## src/rtl/mdu_pkg.sv

```systemverilog
// Shared definitions for the multiply/divide unit: op codes, FSM states, latencies.
// Latency: n/a (types and constants only).
// Backpressure: n/a.
package mdu_pkg;

    typedef enum logic [1:0] {
        OP_MULT  = 2'b00,
        OP_MULTU = 2'b01,
        OP_DIV   = 2'b10,
        OP_DIVU  = 2'b11
    } op_e;

    typedef enum logic [2:0] {
        IDLE = 3'd0,
        MUL  = 3'd1,
        DIV  = 3'd2,
        FIX  = 3'd3,
        DONE = 3'd4
    } state_e;

    // Cycles from the accept edge to the cycle in which done is high.
    localparam int MUL_DONE_LATENCY = 2;

    function automatic int div_done_latency(input int width);
        return width + 2;
    endfunction

    // op[0] clear selects the two's-complement flavour of either operation.
    function automatic logic is_signed_op(input logic [1:0] op);
        return ~op[0];
    endfunction

    // op[1] set selects division.
    function automatic logic is_div_op(input logic [1:0] op);
        return op[1];
    endfunction

endpackage

```

## src/rtl/mdu_divider.sv

```systemverilog
// Radix-2 restoring divider on unsigned magnitudes, one quotient bit per cycle.
// Latency: DATA_WIDTH cycles after start; done is high during the final iteration.
// Backpressure: none; start is assumed only while idle and restarts the divider.
module mdu_divider
    import mdu_pkg::*;
#(
    parameter int DATA_WIDTH = 32
) (
    input  logic                  CLK,
    input  logic                  RST,
    input  logic                  start,
    input  logic [DATA_WIDTH-1:0] dividend,
    input  logic [DATA_WIDTH-1:0] divisor,
    output logic                  busy,
    output logic                  done,
    output logic [DATA_WIDTH-1:0] quotient,
    output logic [DATA_WIDTH-1:0] remainder
);

    localparam int W  = DATA_WIDTH;
    localparam int CW = (W > 1) ? $clog2(W) : 1;

    logic [W-1:0]  rem_q;
    logic [W-1:0]  quo_q;
    logic [W-1:0]  dsr_q;
    logic [CW-1:0] cnt_q;
    logic          busy_q;

    logic [W:0]    shifted;
    logic [W:0]    diff;
    logic          fits;

    // Trial subtraction of the divisor from the partial remainder with the next dividend bit.
    always_comb begin
        shifted = {rem_q, quo_q[W-1]};
        diff    = shifted - {1'b0, dsr_q};
        fits    = ~diff[W];
    end

    // Load operands on start, then retire one quotient bit per cycle.
    always_ff @(posedge CLK or negedge RST) begin
        if (!RST) begin
            rem_q  <= '0;
            quo_q  <= '0;
            dsr_q  <= '0;
            cnt_q  <= '0;
            busy_q <= 1'b0;
        end else if (start) begin
            rem_q  <= '0;
            quo_q  <= dividend;
            dsr_q  <= divisor;
            cnt_q  <= '0;
            busy_q <= 1'b1;
        end else if (busy_q) begin
            rem_q  <= fits ? diff[W-1:0] : shifted[W-1:0];
            quo_q  <= {quo_q[W-2:0], fits};
            cnt_q  <= cnt_q + 1'b1;
            if (done) begin
                busy_q <= 1'b0;
            end
        end
    end

    // Final iteration in progress: results settle at the end of this cycle.
    assign done      = busy_q && (cnt_q == CW'(W - 1));
    assign busy      = busy_q;
    assign quotient  = quo_q;
    assign remainder = rem_q;

endmodule

```

## src/rtl/mul_div_unit.sv

```systemverilog
// Signed/unsigned multiply and divide unit with HI/LO results; divider present only with MDU_DIV_EN.
// Latency: done 2 cycles after accept for multiply, DATA_WIDTH+2 for divide (2 without MDU_DIV_EN).
// Backpressure: start is accepted only in IDLE; starts while busy are dropped, not queued.
module mul_div_unit
    import mdu_pkg::*;
#(
    parameter int DATA_WIDTH = 32
) (
    input  logic                  CLK,
    input  logic                  RST,
    input  logic                  start,
    input  logic [1:0]            op,
    input  logic [DATA_WIDTH-1:0] A,
    input  logic [DATA_WIDTH-1:0] B,
    output logic                  busy,
    output logic                  done,
    output logic [DATA_WIDTH-1:0] HI_res,
    output logic [DATA_WIDTH-1:0] LO_res,
    output logic                  div_by_zero
);

    localparam int W = DATA_WIDTH;

    state_e         state_q;
    state_e         state_d;

    logic [W-1:0]   a_q;
    logic [W-1:0]   b_q;
    logic [1:0]     op_q;
    logic           accept;

    logic [2*W-1:0] ext_a;
    logic [2*W-1:0] ext_b;
    logic [2*W-1:0] product;

    logic [W-1:0]   hi_q;
    logic [W-1:0]   lo_q;
    logic           dbz_q;
    logic [W-1:0]   hi_d;
    logic [W-1:0]   lo_d;
    logic           dbz_d;
    logic           load_res;

    assign accept = start && (state_q == IDLE);

`ifdef MDU_DIV_EN
    logic         div_start;
    logic         div_busy;
    logic         div_done;
    logic [W-1:0] div_quo;
    logic [W-1:0] div_rem;
    logic         a_in_neg;
    logic         b_in_neg;
    logic [W-1:0] a_mag;
    logic [W-1:0] b_mag;

    // Divider works on magnitudes taken from the live inputs at the accept edge.
    always_comb begin
        a_in_neg  = is_signed_op(op) && A[W-1];
        b_in_neg  = is_signed_op(op) && B[W-1];
        a_mag     = a_in_neg ? -A : A;
        b_mag     = b_in_neg ? -B : B;
        div_start = accept && is_div_op(op);
    end

    mdu_divider #(
        .DATA_WIDTH (W)
    ) u_divider (
        .CLK       (CLK),
        .RST       (RST),
        .start     (div_start),
        .dividend  (a_mag),
        .divisor   (b_mag),
        .busy      (div_busy),
        .done      (div_done),
        .quotient  (div_quo),
        .remainder (div_rem)
    );
`endif

    // FSM state register.
    always_ff @(posedge CLK or negedge RST) begin
        if (!RST) begin
            state_q <= IDLE;
        end else begin
            state_q <= state_d;
        end
    end

    // FSM next state: every operation ends in a single DONE cycle.
    always_comb begin
        state_d = state_q;
        case (state_q)
            IDLE: begin
                if (start) begin
`ifdef MDU_DIV_EN
                    state_d = is_div_op(op) ? DIV : MUL;
`else
                    state_d = MUL;
`endif
                end
            end
            MUL:  state_d = DONE;
`ifdef MDU_DIV_EN
            DIV: begin
                if (div_done) begin
                    state_d = FIX;
                end else if (!div_busy) begin
                    // Divider dropped out unexpectedly; abandon rather than hang.
                    state_d = IDLE;
                end
            end
            FIX:  state_d = DONE;
`endif
            DONE: state_d = IDLE;
            default: state_d = IDLE;
        endcase
    end

    // Operand capture at accept so later input changes cannot disturb the operation.
    always_ff @(posedge CLK or negedge RST) begin
        if (!RST) begin
            a_q  <= '0;
            b_q  <= '0;
            op_q <= 2'b00;
        end else if (accept) begin
            a_q  <= A;
            b_q  <= B;
            op_q <= op;
        end
    end

    // Full-width product of the operands, sign- or zero-extended by op.
    always_comb begin
        ext_a   = is_signed_op(op_q) ? {{W{a_q[W-1]}}, a_q} : {{W{1'b0}}, a_q};
        ext_b   = is_signed_op(op_q) ? {{W{b_q[W-1]}}, b_q} : {{W{1'b0}}, b_q};
        product = ext_a * ext_b;
    end

    // Result selection for the transition into DONE; divides without a divider hold HI/LO.
    always_comb begin
        hi_d  = hi_q;
        lo_d  = lo_q;
        dbz_d = 1'b0;
        case (state_q)
            MUL: begin
                if (!is_div_op(op_q)) begin
                    hi_d = product[2*W-1:W];
                    lo_d = product[W-1:0];
                end
            end
`ifdef MDU_DIV_EN
            FIX: begin
                if (b_q == '0) begin
                    hi_d  = a_q;
                    lo_d  = '1;
                    dbz_d = 1'b1;
                end else if (is_signed_op(op_q)) begin
                    // Quotient truncates toward zero; remainder follows the dividend's sign.
                    // MIN / -1 lands on MIN naturally since -MIN == MIN in W bits.
                    lo_d = (a_q[W-1] ^ b_q[W-1]) ? -div_quo : div_quo;
                    hi_d = a_q[W-1] ? -div_rem : div_rem;
                end else begin
                    lo_d = div_quo;
                    hi_d = div_rem;
                end
            end
`endif
            default: begin
                hi_d  = hi_q;
                lo_d  = lo_q;
                dbz_d = 1'b0;
            end
        endcase
    end

    assign load_res = (state_d == DONE) && (state_q != DONE);

    // HI/LO registers change only on entry to DONE and hold until the next completion.
    always_ff @(posedge CLK or negedge RST) begin
        if (!RST) begin
            hi_q  <= '0;
            lo_q  <= '0;
            dbz_q <= 1'b0;
        end else if (load_res) begin
            hi_q  <= hi_d;
            lo_q  <= lo_d;
            dbz_q <= dbz_d;
        end
    end

    assign busy        = (state_q != IDLE);
    assign done        = (state_q == DONE);
    assign HI_res      = hi_q;
    assign LO_res      = lo_q;
    assign div_by_zero = dbz_q;

endmodule

```

## config.mk

```make
export PLATFORM = sky130hd
export DESIGN_NAME = mul_div_unit
export DESIGN_NICKNAME = d
export VERILOG_FILES = /design/src/rtl/mdu_pkg.sv /design/src/rtl/mdu_divider.sv /design/src/rtl/mul_div_unit.sv
export SDC_FILE = /design/constraint.sdc
export NUM_CORES = 2
export LEC_CHECK = 0
export ABC_AREA = 1
export CORE_MARGIN = 2
export CORE_UTILIZATION = 55
export DETAILED_ROUTE_END_ITERATION = 8
export GPL_TIMING_DRIVEN = 0
export PLACE_DENSITY = 0.71
export SYNTH_ARGS = -nofsm -noshare
export SYNTH_HDL_FRONTEND = slang
export SYNTH_SLANG_ARGS = --single-unit
```

## constraint.sdc

```tcl
create_clock -name CLK -period 13.05 [get_ports CLK]
set_clock_uncertainty 0.15 [all_clocks]
set_input_delay 3.915 -clock CLK [delete_from_list [all_inputs] [get_ports CLK]]
set_output_delay 3.915 -clock CLK [all_outputs]
set_load 0.01 [all_outputs]
```

Word level (Yosys, flattened, before mapping):

Cells that the tools add are included.

* multiply operators: 1
* equality and inequality tests: 4
* muxes and demuxes: 4
* bitwise operators: 1
* reductions and logical operators: 5

Operators by type and width (number)
* $mux W64: 2
* $mul A64 B64 Y64: 1
* $eq A3 B3 Y1 const B: 2
* $pmux W3 S2: 1
* $eq A3 B1 Y1 const B: 1
* $logic_not A3 Y1: 1
* $mux W3: 1
* $ne A3 B3 Y1 const B: 1
* $reduce_and A3 Y1: 1
* $reduce_bool A3 Y1: 1
* $logic_and A1 B1 Y1: 2
* $not A1 Y1: 1

* flip-flop bits (word level): 133
* input bits: 69
* output and inout bits: 67

Logic depth before layout (Yosys ltp):

* depth in word-level cells: 5
* mapped depth: 41

Worst setup path after synthesis:

OpenSTA, ideal clock, no wires.

* path type: reg2reg
* start point: reg op_q[0]
* end point: reg hi_q[31] (netlist: HI_res[31])
* arrival: 8.819 ns
* path slack: 3.963 ns
* cell stages (with the launch flop): 33
* buffers on the path: 3
* period minus slack after synthesis: 9.087 ns
* cells stage by stage: dfrtp_1 > clkbuf_1 > clkbuf_1 > buf_1 > nor2_1 > fa_1 > inv_1 > fa_1 > inv_1 > fa_1 > fa_1 > inv_1 > fa_1 > inv_1 > fa_1 > inv_1 > fa_1 > fa_1 > inv_1 > fa_1 > inv_1 > fa_1 > inv_1 > ha_1 > inv_1 > nor3_1 > nand2_1 > nor2_1 > nand3_1 > nand2_1 > nand3_1 > nand3_1 > nand2_1

* longest elaborated chain between the ends: 2
* elaborated cells on any way between the ends: 3
* classes of those cells: mul: 1; mux: 2

Ends and longest elaborated chain
* start, declared: line mul_div_unit.sv:29 `logic [1:0] op_q;`
* start signal, assigned: line mul_div_unit.sv:129 `op_q <= op;`
* $mux W64, on equally long branches: line mul_div_unit.sv:135, mul_div_unit.sv:136
* $mul A64 B64 Y64 (*): line mul_div_unit.sv:137 `product = ext_a * ext_b;`
* end signal, assigned: line mul_div_unit.sv:186 `hi_q <= hi_d;`
* end, declared: line mul_div_unit.sv:36 `logic [W-1:0] hi_q;`

Mark *: on every way between the ends. The rest lies on a longest branch, timed or not.
A chain may end at the register's enable or synchronous reset.

Worst setup path in the final report:

* start point: reg op_q[0]
* end point: reg hi_q[22] (netlist: HI_res[22])

Same word-level chain as after synthesis.

==> results by group <==
Floorplanning
  – # rows: 116
  – Die area: about 0.10 mm2
  – Core Box Area: between 0.09 and 0.1 mm2
  – I/O Pins: between 100 and 150
  – Die Wd: approximately 320 um
  – Die H: 320.4 um
  – Initial Util: 0.5521

Detailed routing
  – Vias per cell: approximately 5.4
  – 1st-pass router iterations: 6
  – First DRT Iteration DRCs: roughly 4.2k
  – Routed wire length: about 210 mm
  – Avg WL per Cell: ~26 um
  – Antenna-violating nets left: 0
  – Vias: 44.72k
  – DRC violations left: 0

Cells and area
  – Fin area: ~0.059 mm2
  – Final net count: between 8k and 9k
  – Area delta synth->final: 6.603%
  – Share of layout cells above drive strength 1: 0.01341

Timing
  – Rel. slew slack: -0.07234
  – Final Hold Viols: 0
  – Worst setup margin: 0.4846 ns
  – Fmax: 0.07958 GHz
  – Worst-margin pin slew: roughly 1.6 ns
  – Tcrit/Tclk final: 0.9629
  – Slew Viols, Final: 33
  – Fin Setup TNS: 0 ns
  – Unrepaired setup endpoints after global routing: no
  – Fin Hold WS: around 0.33 ns
  – Final Setup Violations: 0
  – Tmin final: between 10 and 15 ns

Run status
  – Status: complete, but fails checks
  – Failing checks: max-capacitance violations, max-slew violations

Worst hold path
  – Min-Delay Path Class: reg -> reg
  – HP Start: LO_res[2]
  – Hold Crit Depth: 2

Yosys
  – Synth cell types: 46
  – Area fraction in compound gates after synthesis: 0.02155
  – Syn Inst Count: between 6k and 7k
  – Post-Synth Simple-Gate Area: 0.1482
  – Top cells by count, synth: 2282 x inv_1, 1668 x nand2_1, 1418 x fa_1
  – Post-Synth XOR/XNOR Area: 0.007637
  – Most frequent cell after synthesis: inv_1
  – Seq/Total Area, Yosys: 0.06046
  – YS warnings: 0
  – Yosys top cell by area: fa_1
  – Post-Syn Area per Cell: between 8 and 9 um2
  – Synth top area cells: fa_1 52%, inv_1 16%, nand2_1 11%
  – Mux share of post-synthesis cell area: 0
  – Post-synth EDFFs: 0
  – Register bit total from synthesis: ~130
  – Mapped Area: 0.05505 mm2
  – FFs w/ async S/R, synth: 1.000
  – Largest family of logic cells by synthesized area: adder cells
  – Post-synth top flop: dfrtp_1
  – Share of Yosys cell area claimed by the top area cell type: 0.5157
  – Adder-cell share of the synthesized area: 0.5862

CTS
  – Hold Buf Count CTS: 0
  – Clk sinks: ~130
  – PostCTS Resize Cnt: 0
  – H-tree depth: 4
  – Clock Tree Buf Depth: 2
  – Clk Latency, worst-skew pair: between 0.5 and 0.6 ns
  – CTS tree: built
  – Root buffer selected by CTS: clkbuf_16
  – Clk slew on worst S/H paths: 0.10 ns
  – CTS Buf Count: 17
  – Post-CTS setup repair buffer count: 0

Global route
  – Total grt overflow: 0
  – Largest net degree at the start of global routing: just under 80
  – Grt met1 use: 0.5201
  – First-pass GRT wire length: between 300 and 400 mm
  – Antenna violations before repair: 11
  – Vias in the first global route: ~48k
  – GR peak layer: met2
  – M2 GR Usage: 0.6648
  – M3 GR Usage: 0.09787
  – GRT Overall Usage: 0.4305

Place
  – DP Worst Slack: between 0.9 and 1 ns
  – DP HPWL: 181.5 mm
  – GPL Wtd Cong: 1.047
  – DP Area: ~0.058 mm2
  – Buffers on Ports: around 130

Worst setup path
  – CP Capture Type: flip-flop
  – Worst Path Max Fanout: 10
  – CP Data Required Time: between 10 and 15 ns
  – Crit path from: op_q[0]
  – CP dominant cell by count: fa_1
  – Slowest cell delay on critical path: about 0.95 ns
  – CP arrival: 12.81 ns
  – Worst reg2reg path depth: 32
  – Critical Path Source Type: flip-flop
  – Reg-to-Reg Start: op_q[0]
  – Worst Path Class, Setup: reg -> reg
  – Slowest cell on crit path: nor4_1

Job
  – MaxCap Viol Count: 4
==> sequential cells by signal, summed over array words and instances, names as in the netlist <==
name	count
HI_res	32
LO_res	32
b_q	32
op_q	2
a_q	32
state_q	3
==> stage by stage <==
step           cells    util
6_report        8240  0.5885
3_3_place_gp    8198  0.5818
5_1_grt         8234  0.5884
4_1_cts         8233  0.5883
3_5_place_dp    8201  0.5827
2_1_floorplan   6766       -
==> cell type report <==
cell class,instances,area (um2)
diodes,7,17.52
plain buffers,289,1096
clock buffers,17,425.4
clock inverters,15,140.1
fillers,9357,41030
inverters,2289,8592
multi-input cells,4055,42040
flip-flops and latches,133,3328
well taps,1298,1624
repair buffers,137,1418
==> critical path, delay by kind of cell, from the launching register on <==
family,cells,cell delay [ns]
flops,1,0.63
fa+ha+maj,11,6.38
buf+inv,10,2.80
simple gates,11,2.43
==> worst paths after layout <==
check                        endpoint  slack (ns)
max                        HI_res[22]        0.48
min                         LO_res[2]        0.33
max reg2reg                HI_res[22]        0.48
min reg2reg                 LO_res[2]        0.33
max in group asynchronous  LO_res[26]        8.56
min in group asynchronous     b_q[18]        3.20
==> per-layer routing <==
metal	up-vias	wire, um	share of wire
li1	18888	-	-
met4	14	21660	0.10
met2	2518	93060	0.44
met5	-	108	0.00051
met1	22498	74540	0.35
met3	801	21190	0.10
==> logic make-up after synthesis <==
group	count (synthesis)
and+or+nand+nor	2071
DFF	133
buffers and inverters	2578
adders and majority gates	1728
xor gates and xnor gates	48
AOI/OAI and AO/OA	206
other	1
==> cells in the final DEF (no fill, tap or decap), types with 13 or more instances in the layout <==
cell type / n
nand2_1: 1668
clkbuf_1: 273
nor2_1: 217
xor2_1: 19
o21bai_1: 13
a21oi_1: 72
nor3_1: 14
clkdlybuf4s50_1: 133
or2_2: 13
inv_1: 2282
clkbuf_16: 17
nand4_1: 22
dfrtp_1: 133
xnor2_1: 29
nand3_1: 99
ha_1: 310
fa_1: 1418
o21ai_0: 74
Power is not shown: default switching activity piles up to over one toggle a cycle in this logic, so the estimate is an artifact.
